$ cat config.mk
export PLATFORM = sky130hd
export DESIGN_NAME = lif_step_scheduler
export DESIGN_NICKNAME = d
export VERILOG_FILES = /design/src/rtl/lif_pkg.sv /design/src/rtl/lif_update_core.sv /design/src/rtl/lif_step_scheduler.sv
export SDC_FILE = /design/constraint.sdc
export NUM_CORES = 1
export LEC_CHECK = 0
export ABC_CLOCK_PERIOD_IN_PS = 4500
export BUFFER_PORTS_ARGS = -buffer_cell sky130_fd_sc_hd__buf_2
export CORE_ASPECT_RATIO = 1.4
export CORE_MARGIN = 3
export CORE_UTILIZATION = 30
export CTS_CLUSTER_DIAMETER = 80
export DETAILED_ROUTE_END_ITERATION = 10
export PLACE_DENSITY = 0.5
export REMOVE_ABC_BUFFERS = 1
export SYNTH_ARGS = -nofsm -noshare
export SYNTH_HDL_FRONTEND = slang
export SYNTH_SLANG_ARGS = --single-unit
$ cat constraint.sdc
create_clock -name clk -period 4.5 [get_ports clk]
set_input_delay 0.45 -clock clk [delete_from_list [all_inputs] [get_ports clk]]
set_output_delay 0.45 -clock clk [all_outputs]
set_load 0.02 [all_outputs]
$ cat src/rtl/lif_pkg.sv
// ============================================================================
// Module : lif_pkg
// Brief  : Shared types and constants for the LIF step scheduler.
// Rev    : 1.0  initial release
// ============================================================================
`default_nettype none

package lif_pkg;

    typedef enum logic [1:0] {
        IDLE = 2'd0,
        CALC = 2'd1,
        EMIT = 2'd2,
        DONE = 2'd3
    } lif_state_t;

    localparam int c_default_w = 8;
    // Extra carry bits kept on the leak+current sum before saturation.
    localparam int c_sat_extra = 1;

endpackage

`default_nettype wire

$ cat src/rtl/lif_update_core.sv
// ============================================================================
// Module : lif_update_core
// Brief  : Saturating leak-integrate and unsigned threshold compare.
// Rev    : 1.0  initial release
// ============================================================================
`default_nettype none

module lif_update_core
    import lif_pkg::*;
#(
    parameter int W = c_default_w
) (
    input  logic [W-1:0] cur,
    input  logic [W-1:0] state,
    input  logic [2:0]   leak_shift,
    input  logic [W-1:0] threshold,
    output logic [W-1:0] next_state,
    output logic         fire
);

    logic [W+c_sat_extra-1:0] w_sum;
    logic [W-1:0]             w_sat;

    assign w_sum      = {{c_sat_extra{1'b0}}, cur} + {{c_sat_extra{1'b0}}, (state >> leak_shift)};
    assign w_sat      = (|w_sum[W+c_sat_extra-1:W]) ? {W{1'b1}} : w_sum[W-1:0];
    assign fire       = (w_sat >= threshold);
    assign next_state = fire ? {W{1'b0}} : w_sat;

endmodule

`default_nettype wire

$ cat src/rtl/lif_step_scheduler.sv
// ============================================================================
// Module : lif_step_scheduler
// Brief  : Sweeps N_NEURONS membrane states through one shared LIF update
//          per timestep and emits spikes as indexed valid/ready events.
//          Optional refractory hold is enabled by `LIF_REFRACTORY_EN.
// Rev    : 1.0  initial release
// ============================================================================
`default_nettype none

module lif_step_scheduler
    import lif_pkg::*;
#(
    parameter int N_NEURONS    = 4,
    parameter int W            = c_default_w,
    parameter int REFRAC_STEPS = 2,
    localparam int c_iw        = $clog2(N_NEURONS)
) (
    input  logic                   clk,
    input  logic                   rst,
    input  logic                   step_start,
    input  logic [N_NEURONS*W-1:0] currents,
    input  logic [W-1:0]           threshold,
    input  logic [2:0]             leak_shift,
    output logic                   step_busy,
    output logic                   step_done,
    output logic                   spk_valid,
    input  logic                   spk_ready,
    output logic [c_iw-1:0]        spk_idx,
    input  logic [c_iw-1:0]        rd_idx,
    output logic [W-1:0]           rd_state
);

    localparam logic [c_iw-1:0] c_last = c_iw'(N_NEURONS - 1);

    lif_state_t             r_fsm;
    logic [c_iw-1:0]        r_idx;
    logic [W-1:0]           r_state [N_NEURONS];
    logic [N_NEURONS*W-1:0] r_cur_sh;
    logic [W-1:0]           r_thr_sh;
    logic [2:0]             r_leak_sh;
    logic                   r_busy;
    logic                   r_done;
    logic                   r_spk_valid;
    logic [c_iw-1:0]        r_spk_idx;

    logic [W-1:0]           w_next;
    logic                   w_fire;

`ifdef LIF_REFRACTORY_EN
    localparam int c_rw = $clog2(REFRAC_STEPS + 1);
    logic [c_rw-1:0]        r_refrac [N_NEURONS];
`else
    logic                   w_unused_refrac;
    assign w_unused_refrac = ^REFRAC_STEPS;
`endif

    lif_update_core #(.W(W)) u_core (
        .cur        (r_cur_sh[int'(r_idx)*W +: W]),
        .state      (r_state[r_idx]),
        .leak_shift (r_leak_sh),
        .threshold  (r_thr_sh),
        .next_state (w_next),
        .fire       (w_fire)
    );

    always_ff @(posedge clk) begin
        if (rst) begin
            r_fsm       <= IDLE;
            r_idx       <= '0;
            r_cur_sh    <= '0;
            r_thr_sh    <= '0;
            r_leak_sh   <= '0;
            r_busy      <= 1'b0;
            r_done      <= 1'b0;
            r_spk_valid <= 1'b0;
            r_spk_idx   <= '0;
            for (int i = 0; i < N_NEURONS; i++) begin
                r_state[i]  <= '0;
`ifdef LIF_REFRACTORY_EN
                r_refrac[i] <= '0;
`endif
            end
        end else begin
            case (r_fsm)
                IDLE: begin
                    if (step_start) begin
                        r_cur_sh  <= currents;
                        r_thr_sh  <= threshold;
                        r_leak_sh <= leak_shift;
                        r_idx     <= '0;
                        r_busy    <= 1'b1;
                        r_fsm     <= CALC;
                    end
                end
                CALC: begin
`ifdef LIF_REFRACTORY_EN
                    if (r_refrac[r_idx] != '0) begin
                        r_state[r_idx]  <= '0;
                        r_refrac[r_idx] <= r_refrac[r_idx] - 1'b1;
                        if (r_idx == c_last) begin
                            r_done <= 1'b1;
                            r_fsm  <= DONE;
                        end else begin
                            r_idx <= r_idx + 1'b1;
                        end
                    end else
`endif
                    begin
                        r_state[r_idx] <= w_next;
                        if (w_fire) begin
`ifdef LIF_REFRACTORY_EN
                            r_refrac[r_idx] <= c_rw'(REFRAC_STEPS);
`endif
                            r_spk_idx   <= r_idx;
                            r_spk_valid <= 1'b1;
                            r_fsm       <= EMIT;
                        end else if (r_idx == c_last) begin
                            r_done <= 1'b1;
                            r_fsm  <= DONE;
                        end else begin
                            r_idx <= r_idx + 1'b1;
                        end
                    end
                end
                EMIT: begin
                    if (spk_ready) begin
                        r_spk_valid <= 1'b0;
                        if (r_idx == c_last) begin
                            r_done <= 1'b1;
                            r_fsm  <= DONE;
                        end else begin
                            r_idx <= r_idx + 1'b1;
                            r_fsm <= CALC;
                        end
                    end
                end
                DONE: begin
                    r_done <= 1'b0;
                    r_busy <= 1'b0;
                    r_fsm  <= IDLE;
                end
                default: r_fsm <= IDLE;
            endcase
        end
    end

    assign step_busy = r_busy;
    assign step_done = r_done;
    assign spk_valid = r_spk_valid;
    assign spk_idx   = r_spk_idx;
    assign rd_state  = r_state[rd_idx];

endmodule

`default_nettype wire

==> run metrics <==
Async SR Flop Fraction 0%; Wirelength per Cell approximately 15 µm; Setup Skew about 0.006 ns; DP HPWL 8937 µm; Clock Power Share between 10% and 20%; ANT nets after route 0; max capacitance violation total 0; Top cell by count, worst path a21o_1; Worst Hold Class input pin to register; Int Pwr 0.002403 W; Post-Layout Cell Count slightly below 800; Placement Setup Slack -0.3559 ns; largest net degree at the start of global routing 52; reg2reg path depth 20; Area Growth Syn to Fin 29.06%; EDFF count, synth 32; Final Util 39.50%; Critical Path RT roughly 4.7 ns; Pre-antenna DRT Iters 4; worst vdd rail ir drop slightly below 0.3 mV; Placed Instances 751; area leader, netlist dfxtp_1; kind of critical path register to register; Mapped Avg Cell Area slightly below 10 µm²; M1 WL 4925 µm; CP max stage delay approximately 0.55 ns; status finished with violations; Mapped Area approximately 4600 µm²; maximum clock frequency 215.7 MHz; Top FF cell, synth dfxtp_1; core area around 15,000 µm²; Routed WL approximately 12,000 µm; CTS root buf clkbuf_16; worst reg2reg endpoint r_state[2][2]$_SDFFCE_PN0P_; Initial Util between 30% and 40%; initial drt markers ~120; initial antenna violation count 0; Seq pwr share approximately 26%; startpoint types register; TritonCTS Sinks 86; area of the die between 15,000 and 20,000 µm²; Clock Latency Late Sink about 0.33 ns; crit path max fanout 8; PortBufs 61; routed wl met3 between 200 and 300 µm; cell leakage power around 2.4 nW; DR vias/cell between 4 and 5; final period utilization 103.0%; RSZ-0062 raised after global routing yes; Top Ports 62; # diodes 0; Hold-fix buffers, CTS 0; Overall Power around 0.0041 W; met2 wire len roughly 6400 µm; Worst path slowest cell mux4_2; Crit. End Element register; Die Span X around 110 µm; Bufs on Longest Clock Path 2; max-slew violations 0; flops & latches, synth 86; Worst Tran Pin Value roughly 0.55 ns; Mapped Cells about 480; GRT Total Usage around 14%; vias 3,746; count of final setup violators 38; CTS H-tree lvls 3; Hold Violations, Final 0; PnR worst setup slack -0.1359 ns; top layer in use met4; layout cell share with drive strength beyond 1 between 30% and 40%; switching share of total power between 40 and 50%; failing checks negative setup slack; Clock transition at path regs ~0.060 ns; post-synth top area share 23.47%; drt drc 0; crit path capture r_state[2][2]$_SDFFCE_PN0P_; Syn. warnings 0; GP Congestion about 0.84; CP arrival 4.83 ns; vias in the first global route between 3,000 and 4,000; flop-to-flop setup slack -0.14 ns; hold_sp currents[12]; Pwr per Cell Area 681.4 nW/µm²; Yosys cell types between 40 and 50; first-pass GRT wire length 19,080 µm; Net Switching between 0.0015 and 0.002 W; Die Ht around 150 µm; FP Rows 53; post-synthesis sequential area ratio between 40% and 50%; Synth area leaders dfxtp_1, edfxtp_1, mux4_2, nand2_1, a21oi_1; Final #Nets 645; critical path, cell by cell buf_12 > mux4_2 > nor2b_1 > a211oi_1 > a211oi_1 > a21o_1 > fa_2 > a21o_1 > a211oi_2 > buf_4 > o21bai_1 > mux2_4 > inv_4 > ha_4 > a21o_1 > a21o_1 > a311oi_4 > nand3_1 > buf_6 > nor2_2; post-layout min period between 4 and 5 ns; CTS tree yes; fill cell count around 1,500; number of CTS-inserted buffers 9; GRT overflow 0; Slew HR 63.56%; proportion of power drawn by combinational gates a little under three fifths
repair_timing:
| action | 4_1_cts | 5_1_grt |
|---|---|---|
| pin swaps | 8 | 14 |
| buffers inserted | 2 | 3 |
| endpoints found under the setup margin | 42 | 42 |
| resized for setup | 21 | 36 |
critical path, delay by kind of cell (launching register included):
| family | cells | cell delay (ns) |
|---|---|---|
| compound gates | 9 | 1.78 |
| simple gates | 3 | 0.38 |
| mux | 2 | 0.88 |
| buf+inv | 4 | 0.53 |
| fa+ha+maj | 2 | 0.58 |
| flops | 1 | 0.34 |
cell type report:
| cell class | count | area (µm²) | area share, % |
|---|---|---|---|
| clock inverters | 5 | 33.78 | 0.5682 |
| clock buffers | 11 | 252.7 | 4.251 |
| flip-flops and latches | 86 | 2043 | 34.36 |
| multi-input cells | 338 | 2514 | 42.28 |
| well taps | 192 | 240.2 | 4.040 |
| inverters | 23 | 88.84 | 1.494 |
| repair buffers | 117 | 773.2 | 13.01 |
per-layer routing:
metal / track usage, % / up-vias
li1: - / 1886
met1: 16.07 / 1786
met2: 25.78 / 60
met3: 2.662 / 14
met4: 4.988 / 0
met5: 0 / -
flip-flops by register name, summed over array words and instances (netlist names), named ones only:
signal     flops
r_idx          2
spk_idx        2
spk_valid      1
step_busy      1
r_state       32
r_leak_sh      3
r_fsm          2
r_cur_sh      32
r_thr_sh       8
step_done      1
how the worst min path moves through the flow:
stage                                      to  slack, ns  depth (start not counted)
finish              r_cur_sh[12]$_SDFFE_PP0P_       0.35                          3
global route        r_leak_sh[2]$_SDFFE_PP0P_       0.34                          3
floorplan           r_cur_sh[14]$_SDFFE_PP0P_       0.43                          2
CTS                 r_leak_sh[2]$_SDFFE_PP0P_       0.34                          3
global placement     r_cur_sh[3]$_SDFFE_PP0P_       0.44                          2
detailed placement  r_cur_sh[29]$_SDFFE_PP0P_       0.45                          2
placed cells by master (no fill, tap or decap), types with 3 or more instances in the layout:
| cell | netlist | layout |
|---|---|---|
| nor3_1 | 3 | 3 |
| nor2b_1 | 6 | 6 |
| buf_6 | 1 | 6 |
| edfxtp_1 | 32 | 32 |
| o21ai_0 | 14 | 11 |
| a211oi_2 | 1 | 3 |
| dfxtp_1 | 54 | 53 |
| inv_1 | 23 | 23 |
| buf_2 | 3 | 61 |
| buf_4 | 0 | 48 |
| nand3_2 | 0 | 3 |
| clkbuf_16 | 0 | 9 |
| mux2i_1 | 8 | 7 |
| ha_1 | 20 | 18 |
| a21oi_1 | 55 | 50 |
| nor2_4 | 0 | 4 |
| a211oi_1 | 9 | 7 |
| o211ai_1 | 4 | 4 |
| nand3_1 | 8 | 5 |
| a21oi_2 | 0 | 5 |
| mux4_2 | 23 | 24 |
| mux2_2 | 5 | 4 |
| nand2_1 | 101 | 101 |
| a21o_1 | 6 | 6 |
| o21ai_2 | 1 | 5 |
| nor2_2 | 0 | 16 |
| nor2_1 | 40 | 20 |
per-stage QoR:
step                hold WS (ns)  instance area [µm²]  TNS (ns)
finish                    0.3469                 5946    -4.020
global route              0.3419                 5946    -14.28
CTS                       0.3384                 5807    -1.058
detailed placement        0.4457                 5444    -13.16
global placement          0.4415                 5444    -9.138
floorplan                 0.4271                 4491    -11.87
synth_stat cells (2+ instances only):
library cell  count
buf_1             3
inv_1            23
edfxtp_1         32
mux4_2           23
a21o_1            6
nand2b_1          2
mux2_2            5
nor2_1           40
nor3_1            3
a21oi_1          55
o31ai_1           2
nor2b_1           6
or3_1             2
o221a_2           2
o21a_1            2
nand3_1           8
buf_2             3
a211oi_1          9
a31oi_1           2
nand2_1         101
o21bai_1          2
mux2i_1           8
ha_1             20
dfxtp_1          54
clkbuf_1         21
o21ai_0          14
o211ai_1          4
nor3b_1           2
power groups by stage:
stage                     logic, W  registers (W)  clock network [W]
after global placement     0.00205        0.00105                  0
after CTS                  0.00217        0.00104           0.000729
after floorplan            0.00122        0.00107                  0
after detailed placement   0.00207        0.00105                  0
final                      0.00230        0.00104           0.000710
after global routing       0.00253        0.00105           0.000760
logic make-up after synthesis:
family          synth area share (%)
xor+xnor                      0.3803
mux                            14.77
flops                          44.32
compound gates                 14.99
fa+ha+maj                      5.866
buf+inv                        4.400
simple gates                   15.26
(Power assumes the default switching activity.)
